File: config.mk
export PLATFORM = sky130hd
export DESIGN_NAME = truth_table_sweeper
export DESIGN_NICKNAME = d
export VERILOG_FILES = /design/src/rtl/tt_sweep_pkg.sv /design/src/rtl/truth_table_sweeper_settle_timer.sv /design/src/rtl/truth_table_sweeper.sv
export SDC_FILE = /design/constraint.sdc
export NUM_CORES = 1
export LEC_CHECK = 0
export CAP_MARGIN = 10
export CORE_ASPECT_RATIO = 1.2
export CORE_MARGIN = 4
export CORE_UTILIZATION = 55
export DETAILED_ROUTE_END_ITERATION = 8
export PLACE_DENSITY_LB_ADDON = 0.2
export SLEW_MARGIN = 30
export SYNTH_ARGS = -nofsm -noshare
export SYNTH_HDL_FRONTEND = slang
export SYNTH_SLANG_ARGS = --single-unit
File: constraint.sdc
create_clock -name clk -period 3.16 [get_ports clk]
set_clock_uncertainty 0.2 [all_clocks]
set_input_delay 0.316 -clock clk [delete_from_list [all_inputs] [get_ports clk]]
set_output_delay 0.316 -clock clk [all_outputs]
set_load 0.005 [all_outputs]
File: src/rtl/tt_sweep_pkg.sv
// Shared types and constants for the truth-table sweeper and its settle timer.
package tt_sweep_pkg;

    typedef enum logic [1:0] {
        IDLE,
        HOLD,
        SAMPLE,
        DONE
    } sweep_state_t;

    localparam int SETTLE_W = 8;

    function automatic int table_width(input int n_in);
        return 1 << n_in;
    endfunction

endpackage

File: src/rtl/truth_table_sweeper_settle_timer.sv
// Loadable down-counter that holds each vector for SETTLE_CYC cycles.
// Reports expire while the count rests at zero.
module settle_timer
    import tt_sweep_pkg::*;
#(
    parameter int SETTLE_CYC = 1
) (
    input  logic clk,
    input  logic rst_n,
    input  logic load,
    output logic expire
);

    localparam logic [SETTLE_W-1:0] RELOAD = SETTLE_W'(SETTLE_CYC - 1);

    logic [SETTLE_W-1:0] count;

    always_ff @(posedge clk) begin
        if (!rst_n) begin
            count <= '0;
        end else if (load) begin
            count <= RELOAD;
        end else if (count != '0) begin
            count <= count - SETTLE_W'(1);
        end
    end

    assign expire = (count == '0);

endmodule

File: src/rtl/truth_table_sweeper.sv
// Steps every input combination through an external boolean function,
// captures its truth table and scores it against an expected minterm mask.
module truth_table_sweeper
    import tt_sweep_pkg::*;
#(
    parameter int                    N_IN       = 4,
    parameter int                    SETTLE_CYC = 1,
    parameter logic [2**N_IN-1:0]    EXPECTED   = '0
) (
    input  logic                 clk,
    input  logic                 rst_n,
    input  logic                 start,
    output logic [N_IN-1:0]      vec,
    input  logic                 f_in,
    output logic                 busy,
    output logic                 done,
    output logic                 pass,
    output logic [2**N_IN-1:0]   truth_table,
    output logic [N_IN:0]        mismatch_cnt,
    output logic [N_IN-1:0]      first_fail_idx,
    output logic                 first_fail_valid
);

    localparam int              TW       = table_width(N_IN);
    localparam logic [N_IN-1:0] LAST_IDX = N_IN'(TW - 1);
    localparam logic [N_IN-1:0] IDX_ONE  = N_IN'(1);
    localparam logic [N_IN:0]   CNT_ONE  = (N_IN + 1)'(1);

    sweep_state_t    state;
    sweep_state_t    next_state;
    logic [N_IN-1:0] idx;
    logic            accept;
    logic            sample_now;
    logic            finish;
    logic            last_vec;
    logic            timer_load;
    logic            settle_expire;

    settle_timer #(
        .SETTLE_CYC(SETTLE_CYC)
    ) u_settle_timer (
        .clk   (clk),
        .rst_n (rst_n),
        .load  (timer_load),
        .expire(settle_expire)
    );

    always_ff @(posedge clk) begin
        if (!rst_n) begin
            state <= IDLE;
        end else begin
            state <= next_state;
        end
    end

    always_comb begin
        next_state = state;
        case (state)
            IDLE:    if (start) next_state = HOLD;
            HOLD:    if (settle_expire) next_state = SAMPLE;
            SAMPLE:  next_state = last_vec ? DONE : HOLD;
            DONE:    next_state = IDLE;
            default: next_state = IDLE;
        endcase
    end

    // The timer is reloaded whenever a new vector starts its hold window.
    always_comb begin
        last_vec   = (idx == LAST_IDX);
        accept     = (state == IDLE) && start;
        sample_now = (state == SAMPLE);
        finish     = (state == DONE);
        timer_load = accept || (sample_now && !last_vec);
    end

    // The final sample leaves vec and idx parked on the last vector.
    always_ff @(posedge clk) begin
        if (!rst_n) begin
            idx              <= '0;
            vec              <= '0;
            busy             <= 1'b0;
            done             <= 1'b0;
            pass             <= 1'b0;
            truth_table      <= '0;
            mismatch_cnt     <= '0;
            first_fail_idx   <= '0;
            first_fail_valid <= 1'b0;
        end else begin
            done <= 1'b0;
            if (accept) begin
                idx              <= '0;
                vec              <= '0;
                busy             <= 1'b1;
                pass             <= 1'b0;
                truth_table      <= '0;
                mismatch_cnt     <= '0;
                first_fail_idx   <= '0;
                first_fail_valid <= 1'b0;
            end
            if (sample_now) begin
                truth_table[idx] <= f_in;
                if (f_in != EXPECTED[idx]) begin
                    mismatch_cnt <= mismatch_cnt + CNT_ONE;
                    if (!first_fail_valid) begin
                        first_fail_idx   <= idx;
                        first_fail_valid <= 1'b1;
                    end
                end
                if (!last_vec) begin
                    idx <= idx + IDX_ONE;
                    vec <= vec + IDX_ONE;
                end
            end
            if (finish) begin
                done <= 1'b1;
                busy <= 1'b0;
                pass <= (mismatch_cnt == '0);
            end
        end
    end

endmodule

==> results of run 1 <==
[critical path, delay by kind of cell, from the launching register on]
family	cells	cell delay (ns)
AOI/OAI and AO/OA	2	0.53
DFF	1	0.46
and+or+nand+nor	1	0.39
adders and majority gates	1	0.29
[cell usage in the layout, fill, tap and decap left out, drive strengths merged, types with 2 or more instances in the layout]
| cell | n |
|---|---|
| inv | 8 |
| a31oi | 2 |
| nor2 | 6 |
| buf | 5 |
| nand3b | 5 |
| o211ai | 18 |
| nand3 | 19 |
| nand2 | 15 |
| clkdlybuf4s50 | 36 |
| o21ai | 3 |
| nor3 | 5 |
| or4 | 5 |
| or3b | 2 |
| and3b | 2 |
| dfxtp | 47 |
| ha | 8 |
| or3 | 4 |
| nand2b | 5 |
| o311ai | 4 |
| nor2b | 4 |
| o31ai | 3 |
| nand4 | 15 |
| clkbuf | 6 |
| mux2i | 2 |
| a211oi | 4 |
| a21oi | 35 |
[Yosys cell counts (2+ instances only)]
cell	number
nand3_1	19
nand2_1	15
nor2b_1	4
buf_6	3
dfxtp_1	47
inv_1	8
o31ai_1	3
o311ai_0	3
ha_1	8
nor3_1	5
a31oi_1	2
or3_1	4
a21oi_1	35
clkbuf_1	13
a211oi_1	3
nand3b_1	5
o21ai_0	2
o211ai_1	17
nand2b_1	5
nor2_1	5
or3b_1	2
mux2i_1	2
or4_1	4
and3b_1	2
nand4_1	15
[per-layer routing]
metal	GRT usage, %	share of wire [%]	up-vias	routed length [µm]
met1	26.7	43	977	2160
met2	34.1	50	66	2500
met4	5.89	1.2	0	61
li1	-	-	1031	-
met3	4.01	5.9	10	295
met5	0	0	-	0
[through the flow]
stage	setup WS [ns]	cells
after CTS	1.19	340
after detailed placement	0.988	333
after floorplan	1.40	259
after global placement	0.997	333
final	1.18	340
after global routing	1.03	340
[final cells by class]
class	count	share of cell area (%)
Timing Repair Buffer	41	14.6
Clock buffer	6	2.67
Clock inverter	1	1.10
Tap cell	54	2.48
Multi-Input combinational cell	182	43.3
Sequential cell	47	34.6
Inverter	9	1.24
[flip-flops by register name (all words and copies together) (netlist names)]
register              cells
mismatch_cnt              5
state                     2
pass                      1
truth_table              16
first_fail_valid          1
u_settle_timer.count      8
done                      1
busy                      1
idx                       4
vec                       4
first_fail_idx            4
[logic make-up after synthesis]
family                     Yosys count  share of synthesized area [%]
adders and majority gates            8                           4.41
and+or+nand+nor                     97                           25.3
DFF                                 47                           41.4
buffers and inverters               30                           6.66
muxes                                2                          0.881
AOI/OAI and AO/OA                   74                           20.9
xor gates and xnor gates             1                          0.386
[report_power, final]
group | total, mW | switching [mW] | internal [mW] | leakage (nW)
combinational | 0.0703 | 0.0442 | 0.0262 | 0.478
clock | 0.424 | 0.192 | 0.232 | 0.0513
sequential | 0.604 | 0.00712 | 0.597 | 0.379
[how the worst max path moves through the flow]
stage	depth (start not counted)	from	slack (ns)	to
after global placement	5	start	1.0	truth_table[1]$_SDFF_PN0_
after detailed placement	5	start	0.99	truth_table[2]$_SDFF_PN0_
final	4	idx[1]$_SDFF_PN0_	1.18	u_settle_timer.count[3]$_SDFFE_PP0P_
after floorplan	6	u_settle_timer.count[0]$_SDFFE_PP0P_	1.40	u_settle_timer.count[4]$_SDFFE_PP0P_
after global routing	4	idx[0]$_SDFF_PN0_	1.03	u_settle_timer.count[3]$_SDFFE_PP0P_
after CTS	4	idx[1]$_SDFF_PN0_	1.19	u_settle_timer.count[3]$_SDFFE_PP0P_
==> impl_metrics.json, run 1 <==
{
  "fill_cells": 336,
  "synth_top_area_share_pct": 41.4,
  "drive_gt1_share_pct": 5.94,
  "power_density_nw_per_um2": 403,
  "critPathRequiredTime_ns": 3.16,
  "critPathSlowestCell": "dfxtp_1",
  "setup_violations": 0,
  "fin_tns_setup_ns": 0,
  "final_cell_area_um2": 2720,
  "dr.pass1.iters": 4,
  "relSlewSlack_pct": 56.7,
  "hold_depth": 2,
  "initial_core_util_pct": 57.2,
  "ant_nets": 0,
  "hold_class": "flop to flop",
  "cts_tree": "done",
  "gp_congestion": 0.844,
  "cp_slowest_stage_delay_ns": 0.46,
  "endpoint_kind": "flop",
  "ios": 37,
  "core_area_um2": 3970,
  "area_growth_syn_to_layout_pct": 19.8,
  "yosys-top-cells-area": "dfxtp_1 (41%), a21oi_1 (7.7%), o211ai_1 (5.6%)",
  "cts.clk_slew.worst_paths_ns": 0.08,
  "ys_ff_latch": 47,
  "syn_area_um2": 2270,
  "overflow": 0,
  "synth_cell_types": 53,
  "final_util_pct": 68.5,
  "htreeDepth": 2,
  "r2r_slack_ns": 1.18,
  "period_share_pct": 62.5,
  "r2r-end": "u_settle_timer.count[3]$_SDFFE_PP0P_",
  "slew_violations": 0,
  "max_cap_violations": 0,
  "hp-start": "pass$_SDFFE_PN0P_",
  "worst_slew_pin_slew_ns": 0.644,
  "async_flop_share_pct": 0,
  "totalWireLength_um": 5020,
  "drt_iter0_drc": 103,
  "yosys.area.top_type": "dfxtp_1",
  "rsz0062_at_grt": "no",
  "cts_resized": 0,
  "ys_seq_area_share_pct": 41.4,
  "clock_tree.buffer_depth": 2,
  "syn-num-nets": 271,
  "cts_inserted_buffers": 5,
  "crit_chain": "ha_1 > and3_1 > o211ai_2 > a211oi_1",
  "nets": 298,
  "fmax_mhz": 506,
  "antenna_found_initial": 0,
  "worstSetupStartpointType": "flop",
  "status": "complete, no violations",
  "reg2reg_from": "idx[1]$_SDFF_PN0_",
  "postPlaceCellArea_um2": 2620,
  "multiInputGateArea_um2": 1180,
  "die_h_um": 78.4,
  "layout.area.seq_um2": 941,
  "cts-root-buf": "clkbuf_8",
  "drc": 0,
  "syn_inst": 259,
  "n_antenna_cell": 0,
  "first_global_vias": 1887,
  "grt_max_degree": 26,
  "portBuffers": 36,
  "avgRoutedWirePerCell_um": 14.8,
  "vdd_drop_max_v": 0.000277,
  "ff2ff_path_depth": 4,
  "critPathKind": "flop to flop",
  "post_cts_buffers": 0,
  "crit_arrival_ns": 1.98,
  "syn_area_per_cell_um2": 8.77,
  "whs_ns": 0.261,
  "grt_util_all_layers_pct": 20.5,
  "period_needed_ns": 1.98,
  "worstHoldEndpoint": "pass$_SDFFE_PN0P_",
  "leakage_nw": 0.909,
  "synth-edff-count": 0,
  "ys_warn_count": 0,
  "dpl.hpwl_um": 3560,
  "synth_ff_type": "dfxtp_1",
  "clock_latency_ns": 0.29,
  "grt_pass1_wl_um": 8580,
  "cts_sinks": 47,
  "vias": 2084,
  "cp_max_fo": 10,
  "routed_via_density": 6.13,
  "dieArea_um2": 5230,
  "hold_viol": 0,
  "cts_hold_buf": 0,
  "dieWidth_um": 66.7,
  "p_total_mw": 1.10,
  "num_rows": 25
}
(Power assumes the default switching activity.)
==> inputs of run 2 (changes only) <==
CORE_UTILIZATION = 48   (was 55)
clock period = 1.75 ns   (was 3.16 ns; I/O delays follow)
==> run 2 against run 1 <==
Sequential power increased by 80%. Total power increased by 72%. Non-clock buffer count increased by 26. Critical path depth increased by 1. First-iteration DRC count decreased by 27%. Combinational power increased by 120%. Cell count increased by 9.1%. Utilization decreased by 4.2 points. Highest routed layer unchanged. Worst hold slack improved by 0.0061 ns. Die area increased by 13%. Clock power increased by 52%.
==> impl_metrics.json, run 2 (same netlist as run 1, synthesis figures left out) <==
{
  "fmax_mhz": 579,
  "slew_violations": 0,
  "clock_tree.buffer_depth": 2,
  "area_growth_syn_to_layout_pct": 30.0,
  "dr.pass1.iters": 4,
  "critPathRequiredTime_ns": 1.78,
  "portBuffers": 36,
  "n_antenna_cell": 0,
  "first_global_vias": 2128,
  "cts_inserted_buffers": 5,
  "clock_latency_ns": 0.30,
  "top_register": "truth_table",
  "final_util_pct": 64.3,
  "leakage_nw": 1.02,
  "ant_nets": 0,
  "initial_core_util_pct": 49.5,
  "antenna_found_initial": 0,
  "worstSetupStartpointType": "flop",
  "routed_via_density": 5.90,
  "final_cell_mix": "dfxtp_1 (44), clkdlybuf4s50_1 (36), a21oi_1 (35), buf_4 (31), nand3_1 (19)",
  "htreeDepth": 2,
  "totalWireLength_um": 5420,
  "vias": 2189,
  "grt_max_degree": 19,
  "overflow": 0,
  "largest_reg_flops": 16,
  "relSlewSlack_pct": 73.9,
  "dpl.hpwl_um": 4030,
  "grt_pass1_wl_um": 9430,
  "drc": 0,
  "core_area_um2": 4590,
  "setup_violations": 0,
  "cp_max_fo": 5,
  "p_total_mw": 1.89,
  "period_needed_ns": 1.73,
  "grt_util_all_layers_pct": 19.1,
  "dieArea_um2": 5900,
  "vdd_drop_max_v": 0.000542,
  "max_cap_violations": 0,
  "cts_tree": "done",
  "num_rows": 27,
  "status": "complete, no violations",
  "largest_registers": "truth_table: 16 flops, u_settle_timer.count: 8 flops, mismatch_cnt: 5 flops",
  "critPathKind": "flop to flop",
  "crit_arrival_ns": 1.76,
  "endpoint_kind": "flop",
  "final_common_cell": "dfxtp_1",
  "hold_class": "flop to flop",
  "nets": 324,
  "drt_iter0_drc": 75,
  "worst_slew_pin_slew_ns": 0.391,
  "rsz0062_at_grt": "yes",
  "power_density_nw_per_um2": 640,
  "ios": 37,
  "period_share_pct": 98.7,
  "cts.clk_slew.worst_paths_ns": 0.09,
  "cts_sinks": 47,
  "drive_gt1_share_pct": 17.6,
  "gp_congestion": 0.823,
  "hold_viol": 0,
  "fin_tns_setup_ns": 0,
  "cts-root-buf": "clkbuf_8",
  "avgRoutedWirePerCell_um": 14.6,
  "dieWidth_um": 70.8,
  "post_cts_buffers": 0,
  "die_h_um": 83.4
}
[run 2: changes by cell type in the layout (fill, tap and decap cells not counted), moves of 2 or more]
cell,before,now
inv_1,8,6
ha_1,8,6
clkinvlp_4,0,2
inv_2,0,2
dfxtp_2,0,3
dfxtp_1,47,44
buf_4,5,31
[run 2: cell type report]
type | instances | area (µm²)
inverter | 9 | 33.8
clock inverter | 3 | 20.0
fill | 415 | 1640
multi-input combinational | 182 | 1220
tap | 58 | 72.6
sequential | 47 | 945
timing repair buffer | 67 | 593
clock buffer | 5 | 68.8
[run 2: power breakdown]
part	switching, mW	internal, mW
clock	0.368	0.278
sequential	0.00957	1.08
combinational	0.0893	0.0674
[run 2: final timing paths]
kind                                              from                                    to  slack (ns)  cells after the start
hold reg to reg                      busy$_SDFFE_PP0P_                     busy$_SDFFE_PP0P_        0.27                      2
hold / removal                       busy$_SDFFE_PP0P_                     busy$_SDFFE_PP0P_        0.27                      2
setup / recovery  u_settle_timer.count[0]$_SDFFE_PP0P_  u_settle_timer.count[4]$_SDFFE_PP0P_        0.02                      5
setup reg to reg  u_settle_timer.count[0]$_SDFFE_PP0P_  u_settle_timer.count[4]$_SDFFE_PP0P_        0.02                      5
[run 2: through the flow]
step | setup WS, ns | std cells | hold WS [ns] | area (µm²)
4_1_cts | 0.0139 | 371 | 0.272 | 2930
2_1_floorplan | 0.0344 | 259 | 0.168 | 2290
3_5_place_dp | -0.0996 | 363 | 0.258 | 2840
3_3_place_gp | -0.0761 | 363 | 0.244 | 2840
5_1_grt | -0.0385 | 371 | 0.307 | 2950
6_report | 0.0226 | 371 | 0.267 | 2950
[run 2: what timing repair did]
item	4_1_cts	5_1_grt
gates resized for setup	2	5
hold buffers	0	0
setup endpoints to repair	2	9
[run 2: metal layers]
metal	global-route usage (%)	up-vias	share of wire, %
li1	-	1081	-
met1	22.6	1045	44
met2	32.8	53	50
met3	3.75	10	3.5
met4	8.89	0	2.1
met5	0	-	0
[run 2: critical path, cell delays in order (launching register included)]
cell     delay, ns
dfxtp_2       0.35
inv_2         0.07
ha_4          0.14
or3b_4        0.41
or3_1         0.36
a21oi_1       0.14
==> inputs of run 3 (changes only) <==
CORE_UTILIZATION = 53   (was 48)
HOLD_SLACK_MARGIN = 0.06   (was unset)
clock period = 1.8 ns   (was 1.75 ns; I/O delays follow)
==> run 3 against run 2 <==
Total power decreased by 3.4%. Fmax increased by 0.65%. Largest power group unchanged. Non-clock buffer count decreased by 3. Clock power decreased by 5.0%. Critical endpoint is now u_settle_timer.count[5]$_SDFFE_PP0P_.
==> impl_metrics.json, run 3 (same netlist as run 1, synthesis figures left out) <==
{
  "overflow": 0,
  "area_growth_syn_to_layout_pct": 28.1,
  "fmax_mhz": 583,
  "core_area_um2": 4040,
  "dieArea_um2": 5400,
  "instances_no_fill": 364,
  "initial_core_util_pct": 56.3,
  "dr.pass1.iters": 4,
  "cts_inserted_buffers": 5,
  "nets": 321,
  "final_cell_mix": "dfxtp_1 (46), clkdlybuf4s50_1 (36), a21oi_1 (34), buf_4 (27), nand3_1 (19)",
  "max_cap_violations": 0,
  "dpl.cell_count": 356,
  "p_total_mw": 1.83,
  "cts.clk_slew.worst_paths_ns": 0.08,
  "fill_cells": 332,
  "dieWidth_um": 67.8,
  "die_h_um": 79.7,
  "worst_slew_pin_slew_ns": 0.446,
  "cp_slowest_stage_delay_ns": 0.56,
  "routed_via_density": 5.98,
  "hold_class": "flop to flop",
  "postPlaceCellArea_um2": 2810,
  "period_share_pct": 95.3,
  "cts_resized": 0,
  "critPathSlowestCell": "or4_4",
  "htreeDepth": 2,
  "largest_registers": "truth_table: 16 flops, u_settle_timer.count: 8 flops, mismatch_cnt: 5 flops",
  "ios": 37,
  "relSlewSlack_pct": 70.2,
  "leakage_nw": 1.02,
  "drive_gt1_share_pct": 15.8,
  "vias": 2176,
  "vdd_drop_max_v": 0.000451,
  "cts_hold_buf": 0,
  "grt_util_all_layers_pct": 22.2,
  "drt_iter0_drc": 80,
  "cts_sinks": 47,
  "preCtsSetupSlack_ns": -0.0603,
  "endpoint_kind": "flop",
  "power_density_nw_per_um2": 628,
  "post_cts_buffers": 0,
  "cts_tree": "done",
  "critPathRequiredTime_ns": 1.83,
  "worstSetupStartpointType": "flop",
  "portBuffers": 36,
  "rsz0062_at_grt": "no",
  "clock_tree.buffer_depth": 2,
  "finalWorstSetupSlack_ns": 0.0837,
  "gp_congestion": 0.806,
  "status": "complete, no violations",
  "slew_violations": 0,
  "cp_max_fo": 5,
  "largest_reg_flops": 16,
  "first_global_vias": 2097,
  "grt_max_degree": 24,
  "critPathKind": "flop to flop",
  "top_register": "truth_table",
  "final_cell_area_um2": 2910,
  "grt_pass1_wl_um": 9310,
  "drc": 0,
  "setup_violations": 0,
  "cts-root-buf": "clkbuf_8",
  "antenna_found_initial": 0,
  "crit_chain": "or4_4 > or3_1 > a211oi_2",
  "num_rows": 25,
  "r2r_slack_ns": 0.08,
  "totalWireLength_um": 5550,
  "crit_arrival_ns": 1.74,
  "final_common_cell": "dfxtp_1",
  "dpl.hpwl_um": 3970,
  "avgRoutedWirePerCell_um": 15.2,
  "period_needed_ns": 1.72,
  "ant_nets": 0,
  "clock_latency_ns": 0.30,
  "hold_viol": 0,
  "n_antenna_cell": 0
}
[run 3: changes by cell type in the layout (fill, tap and decap cells not counted), sizes merged]
cell	previous run	this run
clkinvlp	2	0
buf	31	28
clkbuf	5	7
[run 3: cell type report]
class                           instances  area [µm²]  share of cell area, %
Clock buffer                            7        76.3                   2.62
Tap cell                               54        67.6                   2.32
Timing Repair Buffer                   64         583                   20.0
Inverter                                9        33.8                   1.16
Clock inverter                          1        5.00                  0.172
Sequential cell                        47         942                   32.4
Multi-Input combinational cell        182        1200                   41.3
[run 3: worst paths after layout]
path	start	to	cells after the start
worst max register to register	u_settle_timer.count[0]$_SDFFE_PP0P_	u_settle_timer.count[5]$_SDFFE_PP0P_	3
worst max-delay path	u_settle_timer.count[0]$_SDFFE_PP0P_	u_settle_timer.count[5]$_SDFFE_PP0P_	3
worst min-delay path	busy$_SDFFE_PP0P_	busy$_SDFFE_PP0P_	2
worst min register to register	busy$_SDFFE_PP0P_	busy$_SDFFE_PP0P_	2
[run 3: worst max-delay path, delay by kind of cell (launching register included)]
kind	cells	cell delay [ns]
AND/OR/NAND/NOR	2	0.90
flip-flops	1	0.35
AO/OA/AOI/OAI	1	0.20
[run 3: metrics by stage]
stage | TNS [ns] | utilization [%] | hold slack, ns
4_1_cts | 0 | 71.5 | 0.267
6_report | 0 | 72.1 | 0.264
3_5_place_dp | -0.611 | 69.5 | 0.255
3_3_place_gp | -0.0729 | 69.5 | 0.248
2_1_floorplan | 0 | - | 0.173
5_1_grt | 0 | 72.1 | 0.285
[run 3: routing by layer]
layer	up-vias	share of wire, %	global-route usage (%)
li1	1077	-	-
met1	1036	45	26.7
met2	51	50	37.3
met3	12	3.6	4.65
met4	0	1.8	9.54
met5	-	0	0
[run 3: where the power goes]
part	internal (mW)	total, mW	switching, mW
sequential	1.05	1.06	0.00984
clock	0.273	0.614	0.341
combinational	0.0678	0.155	0.0874
